**config.mk**
```make
export PLATFORM = sky130hd
export DESIGN_NAME = print_ps_bridge
export DESIGN_NICKNAME = d
export VERILOG_FILES = /design/src/rtl/print_ps_bridge.sv
export SDC_FILE = /design/constraint.sdc
export NUM_CORES = 2
export LEC_CHECK = 0
export CAP_MARGIN = 20
export CORE_MARGIN = 1.5
export CORE_UTILIZATION = 55
export CTS_CLUSTER_DIAMETER = 80
export CTS_CLUSTER_SIZE = 20
export DETAILED_ROUTE_END_ITERATION = 7
export PLACE_DENSITY = 0.81
export SLEW_MARGIN = 20
export SYNTH_ARGS = -nofsm -noshare
export SYNTH_HDL_FRONTEND = slang
export SYNTH_SLANG_ARGS = --single-unit
```
**constraint.sdc**
```tcl
create_clock -name clk_sys_i -period 6.2 [get_ports clk_sys_i]
set_input_delay 0.93 -clock clk_sys_i [delete_from_list [all_inputs] [get_ports clk_sys_i]]
set_output_delay 0.93 -clock clk_sys_i [all_outputs]
set_load 0.02 [all_outputs]
```
**src/rtl/print_ps_bridge.sv**
```systemverilog
// print_ps_bridge: buffers SOC print words, raises a PS interrupt per message,
// and returns a one-cycle finish pulse to the SOC once the PS acknowledges.
// Ports:
//   clk_sys_i, rst_sys_i            clock, sync active-high reset
//   soc_print_en_i/data_i/finish_i  SOC print word strobe, word, end of message
//   soc_print_finish_o              one-cycle completion pulse back to SOC
//   ps_irq_o                        message ready (level)
//   ps_count_o, ps_overflow_o       message word count, words-lost flag
//   ps_rd_addr_i, ps_rd_data_o      PS read index, registered read data
//   ps_done_i                       PS acknowledge pulse
module print_ps_bridge #(
  parameter int ADDR_W = 6
) (
  input  logic              clk_sys_i,
  input  logic              rst_sys_i,
  input  logic              soc_print_en_i,
  input  logic [31:0]       soc_print_data_i,
  input  logic              soc_print_finish_i,
  output logic              soc_print_finish_o,
  output logic              ps_irq_o,
  output logic [ADDR_W:0]   ps_count_o,
  output logic              ps_overflow_o,
  input  logic [ADDR_W-1:0] ps_rd_addr_i,
  output logic [31:0]       ps_rd_data_o,
  input  logic              ps_done_i
);

  localparam int DEPTH = 2 ** ADDR_W;
  localparam logic [ADDR_W:0] DEPTH_C = (ADDR_W + 1)'(DEPTH);

  typedef enum logic [1:0] {
    IDLE    = 2'd0,
    WAIT_PS = 2'd1,
    DONE    = 2'd2
  } state_e;

  state_e          state_q, state_d;
  logic [ADDR_W:0] count_q, count_d;
  logic            ovf_q, ovf_d;
  logic            ovf_nx_q, ovf_nx_d;
  logic [31:0]     rd_q;
  logic [31:0]     mem [DEPTH];

  logic            full;
  logic            accept;
  logic            we;
  logic [ADDR_W:0] count_w;

  assign full    = (count_q == DEPTH_C);
  // Words are taken in IDLE and DONE; WAIT_PS keeps the buffer frozen.
  assign accept  = soc_print_en_i && (state_q != WAIT_PS);
  assign we      = accept && !full;
  assign count_w = count_q + {{ADDR_W{1'b0}}, we};

  always_comb begin
    state_d  = state_q;
    count_d  = count_q;
    ovf_d    = ovf_q;
    ovf_nx_d = ovf_nx_q;
    unique case (state_q)
      IDLE: begin
        count_d = count_w;
        if (accept && full) ovf_d = 1'b1;
        if (soc_print_finish_i) begin
          if (count_w != '0) begin
            state_d = WAIT_PS;
          end else begin
            // Empty message: skip the PS entirely.
            state_d  = DONE;
            count_d  = '0;
            ovf_d    = ovf_nx_q;
            ovf_nx_d = 1'b0;
          end
        end
      end
      WAIT_PS: begin
        if (soc_print_en_i) ovf_nx_d = 1'b1;
        if (ps_done_i) begin
          state_d  = DONE;
          count_d  = '0;
          // A word dropped in the same cycle still marks the next message.
          ovf_d    = ovf_nx_q | soc_print_en_i;
          ovf_nx_d = 1'b0;
        end
      end
      DONE: begin
        // Count is 0 here, so en starts the next message at index 0.
        state_d = IDLE;
        count_d = count_w;
        if (accept && full) ovf_d = 1'b1;
        // A finish seen only in DONE is lost; flag the next message.
        if (soc_print_finish_i) ovf_nx_d = 1'b1;
      end
      default: begin
        state_d = IDLE;
      end
    endcase
  end

  always_ff @(posedge clk_sys_i) begin
    if (rst_sys_i) begin
      state_q  <= IDLE;
      count_q  <= '0;
      ovf_q    <= 1'b0;
      ovf_nx_q <= 1'b0;
      rd_q     <= '0;
    end else begin
      state_q  <= state_d;
      count_q  <= count_d;
      ovf_q    <= ovf_d;
      ovf_nx_q <= ovf_nx_d;
      rd_q     <= mem[ps_rd_addr_i];
    end
  end

  always_ff @(posedge clk_sys_i) begin
    if (we) mem[count_q[ADDR_W-1:0]] <= soc_print_data_i;
  end

  assign soc_print_finish_o = (state_q == DONE);
  assign ps_irq_o           = (state_q == WAIT_PS);
  assign ps_count_o         = count_q;
  assign ps_overflow_o      = ovf_q;
  assign ps_rd_data_o       = rd_q;

endmodule

```
== Word level (Yosys, flattened, before mapping) ==
Memory sizes are Yosys's and may differ from the RTL's. A register that Yosys moved wholly into a read port is not among the register bits.
Cells that the tools add are included.

* Memory bits (writable): 2048
* Logic and storage cells: 47
* Bits in latches: 0
* Bits in read-only memories: 0
* Bits of input ports: 43
* Memories kept: 1
* Register bits after elaboration: 11

{| class="wikitable"
|+ Memory list
! name !! depth !! width !! read ports !! clocked after memory_dff !! wr ports !! line !! RTL
|-
| mem || 64 || 32 || 1 || 1 || 1 || 42 || <nowiki>logic [31:0] mem [DEPTH];</nowiki>
|}

* Multiply operators: 0
* Reduce and logical (&&, ||, !) cells: 10
* Eq/ne operators: 9
* $add $sub $neg: 1
* Shift-type cells: 0
* Bitwise logic cells: 1
* Divide/modulo/power cells: 0
* Order comparisons: 0
* Mux-type cells: 21

{| class="wikitable"
|+ Operator list
! operator !! count
|-
| $mux 7 || 3
|-
| $pmux 7 s3 || 1
|-
| $mux 1 || 11
|-
| $add 7x1->7 || 1
|-
| $eq 7x7->1 const B || 1
|-
| $reduce_bool 7->1 || 1
|-
| $mux 2 || 3
|-
| $ne 2x2->1 const B || 3
|-
| $pmux 1 s3 || 2
|-
| $reduce_and 5->1 || 1
|-
| $ne 2x1->1 const B || 2
|-
| $pmux 2 s2 || 1
|-
| $reduce_and 2->1 || 2
|-
| $logic_and 1x1->1 || 3
|-
| $ne 3x2->1 const B || 1
|-
| $reduce_bool 3->1 || 1
|-
| $eq 2x1->1 const B || 1
|-
| $eq 2x2->1 const B || 1
|-
| $logic_not 2->1 || 1
|-
| $logic_not 1->1 || 1
|-
| $or 1x1->1 || 1
|}

== Longest topological paths before layout ==
* Depth in word-level cells: 8
* Mapped depth: 12

== Worst setup path before layout ==
Ideal clock, no wire load.

* Path kind: input to register
* Start: input port soc_print_en_i
* End: memory mem[25][0], enable pin
* Cell stages on the path: 3
* Required time: 5.779 ns
* Data arrival time: 3.004 ns
* Library setup time: 0.421 ns
* Path buffers: 0
* Setup slack: 2.774 ns
* Path through: nor3b_1 nand3b_1 nor2_1

* Cells in the longest elaborated chain, start to end: 4

{| class="wikitable"
|+ RTL lines
! element !! line !! RTL
|-
| from (decl) || 16 || <nowiki>input logic soc_print_en_i,</nowiki>
|-
| $logic_and 1x1->1 || 51 || <nowiki>assign accept = soc_print_en_i && (state_q != WAIT_PS);</nowiki>
|-
| $logic_and 1x1->1 || 52 || <nowiki>assign we = accept && !full;</nowiki>
|-
| $mux 1 || 117 || <nowiki>if (we) mem[count_q[ADDR_W-1:0]] <= soc_print_data_i;</nowiki>
|-
| $mux 1 (not written as such) || 117 ||
|-
| to (decl) || 42 ||
|}

No other way between the ends.

== Worst setup path after layout ==
* Start: register count_q[2] (netlist: ps_count_o[2])
* End: register state_q[1]

* Cells in the longest elaborated chain, start to end: 8

{| class="wikitable"
|+ RTL lines
! element !! line !! RTL
|-
| from (decl) || 38 || <nowiki>logic [ADDR_W:0] count_q, count_d;</nowiki>
|-
| from (signal assigned) || 109 || <nowiki>count_q <= count_d;</nowiki>
|-
| $eq 7x7->1 || 49 || <nowiki>assign full = (count_q == DEPTH_C);</nowiki>
|-
| $logic_not 1->1 || 52 ||
|-
| $logic_and 1x1->1 || 52 ||
|-
| $add 7x1->7 * || 53 || <nowiki>assign count_w = count_q + {{ADDR_W{1'b0}}, we};</nowiki>
|-
| $reduce_bool 7->1 * || 65 || <nowiki>if (count_w != '0) begin</nowiki>
|-
| $mux 2 * || 65 ||
|-
| $mux 2 * || 64 || <nowiki>if (soc_print_finish_i) begin</nowiki>
|-
| $pmux 2 s2 * || 60 || <nowiki>unique case (state_q)</nowiki>
|-
| to (signal assigned) || 108 || <nowiki>state_q <= state_d;</nowiki>
|-
| to (decl) || 37 || <nowiki>state_e state_q, state_d;</nowiki>
|}

Mark *: on every way between the ends. The rest lies on a longest branch, timed or not. The select of a mux whose other input is x is not followed.
A chain may end at the register's enable or synchronous reset.

==> impl_metrics.tcl <==
set metrics [dict create \
    slew_headroom 0.1855 \
    final_max_slew_viol_count 0 \
    die_width_um 384.4 \
    vias_per_cell 6.942 \
    finalSetupTns_ns 0 \
    clockBufferDepth 3 \
    hp-class "flip-flop to flip-flop" \
    ctsHoldBuffers 0 \
    layout-drive-gt1-share 0.2510 \
    ant_nets 0 \
    status "finished clean" \
    synth_area_leaders "edfxtp_1 77%, mux4_2 15%, mux2i_1 1.7%" \
    via_count 39200 \
    grt_overflow 0 \
    yosysSeqAreaShare 0.7793 \
    synth_flop_cell "edfxtp_1" \
    cts_root_buf "clkbuf_16" \
    skew_ns 0.02587 \
    path_class "flip-flop to flip-flop" \
    use_met3 0.07342 \
    dp_hpwl_mm 121.5 \
    yosysTopAreaCellShare 0.7685 \
    placed_cell_area_um2 84030 \
    path_max_fanout 15 \
    clkLatencyLatePin_ns 0.78 \
    fin_ws_ns 2.202 \
    antenna_found_initial 16 \
    ys_ff_latch 2091 \
    syn_inst 3498 \
    grt_pass1_vias 38240 \
    async_reset_ff_frac 0 \
    route.detailed.drc 0 \
    leakage_nw 26.86 \
    htreeDepth 3 \
    grt_pass1_wl_mm 287.1 \
    routedWlPerCell_um 36.28 \
    maxClockFrequency_ghz 0.2501 \
    rsz0062_at_grt "no" \
    coreArea_um2 144000 \
    hold_viol 0 \
    busiest_layer "met2" \
    grt_max_degree 82 \
    pwr-share-seq 0.617 \
    synth.avg_cell_area_um2 22.88 \
    grt_use_met1 0.3974 \
    finish.utilization 0.6085 \
    intPower_mw 19.86 \
    irDropWorstVdd_uv 287.9 \
    num_io_pins 85 \
    yosys.cell_types.count 57 \
    die-height_um 384.4 \
    max_slew.worst_pin.slew_ns 1.222 \
    post-route-period-util 0.6448 \
    finish.net_count 3714 \
    cts-resized-gates 0 \
    syn_area_um2 80020 \
    cts_buffers 114 \
    finalSetupViolCount 0 \
    use_met2 0.4280 \
    synth_top_cell_by_area "edfxtp_1" \
    area_growth_syn_to_layout_pct 9.513 \
    drv_cap 0 \
    cts_tree "done" \
    firstDrtPassIters 6 \
    drtIter0Drc 7066 \
    required_ns 6.86 \
    syn_nets 3547 \
    start_util 0.5557 \
    r2r_slack_ns 2.20 \
    cts_setup_buffers 0 \
    p_sw_frac 0.2220 \
    dieArea_um2 147800 \
    clkSlewWorstSetupHoldPaths_ns 0.08 \
    p_clk_frac 0.308 \
    layout_min_cycle_time_ns 3.998 \
    end_kind "flip-flop" \
    cp.arrival_ns 4.66 \
    start_kind "flip-flop" \
    synth-edff-count 2048 \
    cts.sinks 2091 \
    yosysWarnings 0 \
    p_sw_mw 5.670 \
    numPortBuffers 84 \
    stdcell_area_um2 87630 \
    combPwrFrac 0.075 \
    dpl_worst_slack_ns 1.650 \
    powerDensity_nw_per_um2 291.4 \
    drt-total-wl_mm 204.9 \
    gp_congestion 0.8993 \
    grtUsageTotal 0.2771 \
    rows 139 \
]
[through the flow]
stage	hold WS (ns)	cells	power, mW
finish	0.5077	5647	25.53
global route	0.5269	5645	26.08
CTS	0.5007	5631	25.49
detailed placement	0.4913	5439	17.92
global placement	0.4875	5424	17.87
floorplan	0.4587	3498	17.01
[critical path, stage by stage, from the launching register on]
cell and delay [ns]:
dfxtp_1 0.75, nor2_1 0.27, a41oi_1 0.28, ha_1 0.22, ha_1 0.28, nand2_1 0.15
o21a_1 0.22, a211oi_1 0.33, nand2_1 0.13, a21boi_0 0.86, o211a_1 0.40
[power groups by stage]
| stage | Combinational (mW) | Clock (mW) | Sequential [mW] |
|---|---|---|---|
| after floorplan | 0.960 | 0 | 16.0 |
| after global placement | 1.81 | 0 | 16.1 |
| after detailed placement | 1.86 | 0 | 16.1 |
| after CTS | 1.88 | 7.87 | 15.7 |
| after global routing | 1.98 | 8.34 | 15.8 |
| final | 1.92 | 7.87 | 15.7 |
[layout make-up]
class                      count  area, um^2
sequential                  2091       62360
fill                        9298       56370
multi-input combinational   1212       17070
clock buffer                 189        3241
timing repair buffer         238        2520
tap                         1903        2381
inverter                       8       30.03
clock inverter                 3       22.52
antenna                        3       7.507
[state kept, by name, summed over array words and instances (netlist names)]
register and flops:
state_q 2, mem 2048, ps_rd_data_o 32, ovf_nx_q 1
ps_count_o 7, ps_overflow_o 1
[logic make-up (layout without fill, tap and decap cells)]
group                    after synthesis  in the layout  synth area share
AO/OA/AOI/OAI                        250            250           0.02108
XOR/XNOR                               2              2         0.0002189
adder cells (fa/ha/maj)                6              6         0.0009381
buffers and inverters                195            438           0.01365
flip-flops                          2091           2091            0.7793
multiplexers                         693            693            0.1695
other                                  0              3                 0
AND/OR/NAND/NOR                      261            261           0.01531
[cell usage in the layout, fill, tap and decap left out, drive strengths merged, types with 5 or more instances in the layout]
cell	Yosys	routed
a2111oi	6	6
a211oi	36	36
a21oi	54	54
a22oi	14	14
a31oi	7	7
buf	138	191
clkbuf	49	189
clkdlybuf4s50	0	47
dfxtp	43	43
edfxtp	2048	2048
ha	6	6
inv	6	7
mux2	27	27
mux2i	139	139
mux4	527	527
nand2	59	59
nand2b	20	20
nand3	20	20
nor2	93	93
nor2b	34	34
nor3	11	11
o21ai	41	41
o221ai	23	23
o22a	8	8
o22ai	25	25
or3	5	5
[Yosys cell counts (3+ instances only)]
cell type / number
buf_2: 66
o22ai_1: 25
and2_1: 3
nand2_1: 59
nand3b_1: 4
mux2i_1: 139
clkbuf_1: 49
mux4_2: 527
o21ai_0: 36
inv_1: 6
edfxtp_1: 2048
ha_1: 6
a32oi_1: 4
nand2b_1: 20
buf_1: 7
o211ai_1: 3
a31oi_1: 7
a22oi_1: 14
a21oi_1: 54
o221ai_1: 23
mux2_2: 27
nor3b_1: 3
or3_1: 5
a221oi_1: 3
a31o_1: 3
a211oi_1: 36
o21ai_1: 5
nand4_1: 3
nor2b_1: 34
a2111oi_0: 6
buf_4: 56
nor2_1: 93
o41ai_1: 3
a211o_1: 3
buf_6: 9
o22a_1: 8
nand3_1: 20
nor3_1: 11
dfxtp_1: 43
[routing by layer]
metal / vias up / routed length (um)
met5: - / 85
met4: 14 / 6733
met3: 414 / 30320
met2: 3329 / 96900
met1: 20330 / 70850
li1: 15120 / -
[final timing paths]
kind,from,endpoint,depth (start not counted)
setup / recovery,ps_count_o[2],state_q[1],10
hold / removal,ovf_nx_q,ovf_nx_q,2
setup reg to reg,ps_count_o[2],state_q[1],10
hold reg to reg,ovf_nx_q,ovf_nx_q,2
Note: power is estimated with default switching activity, not from simulation.
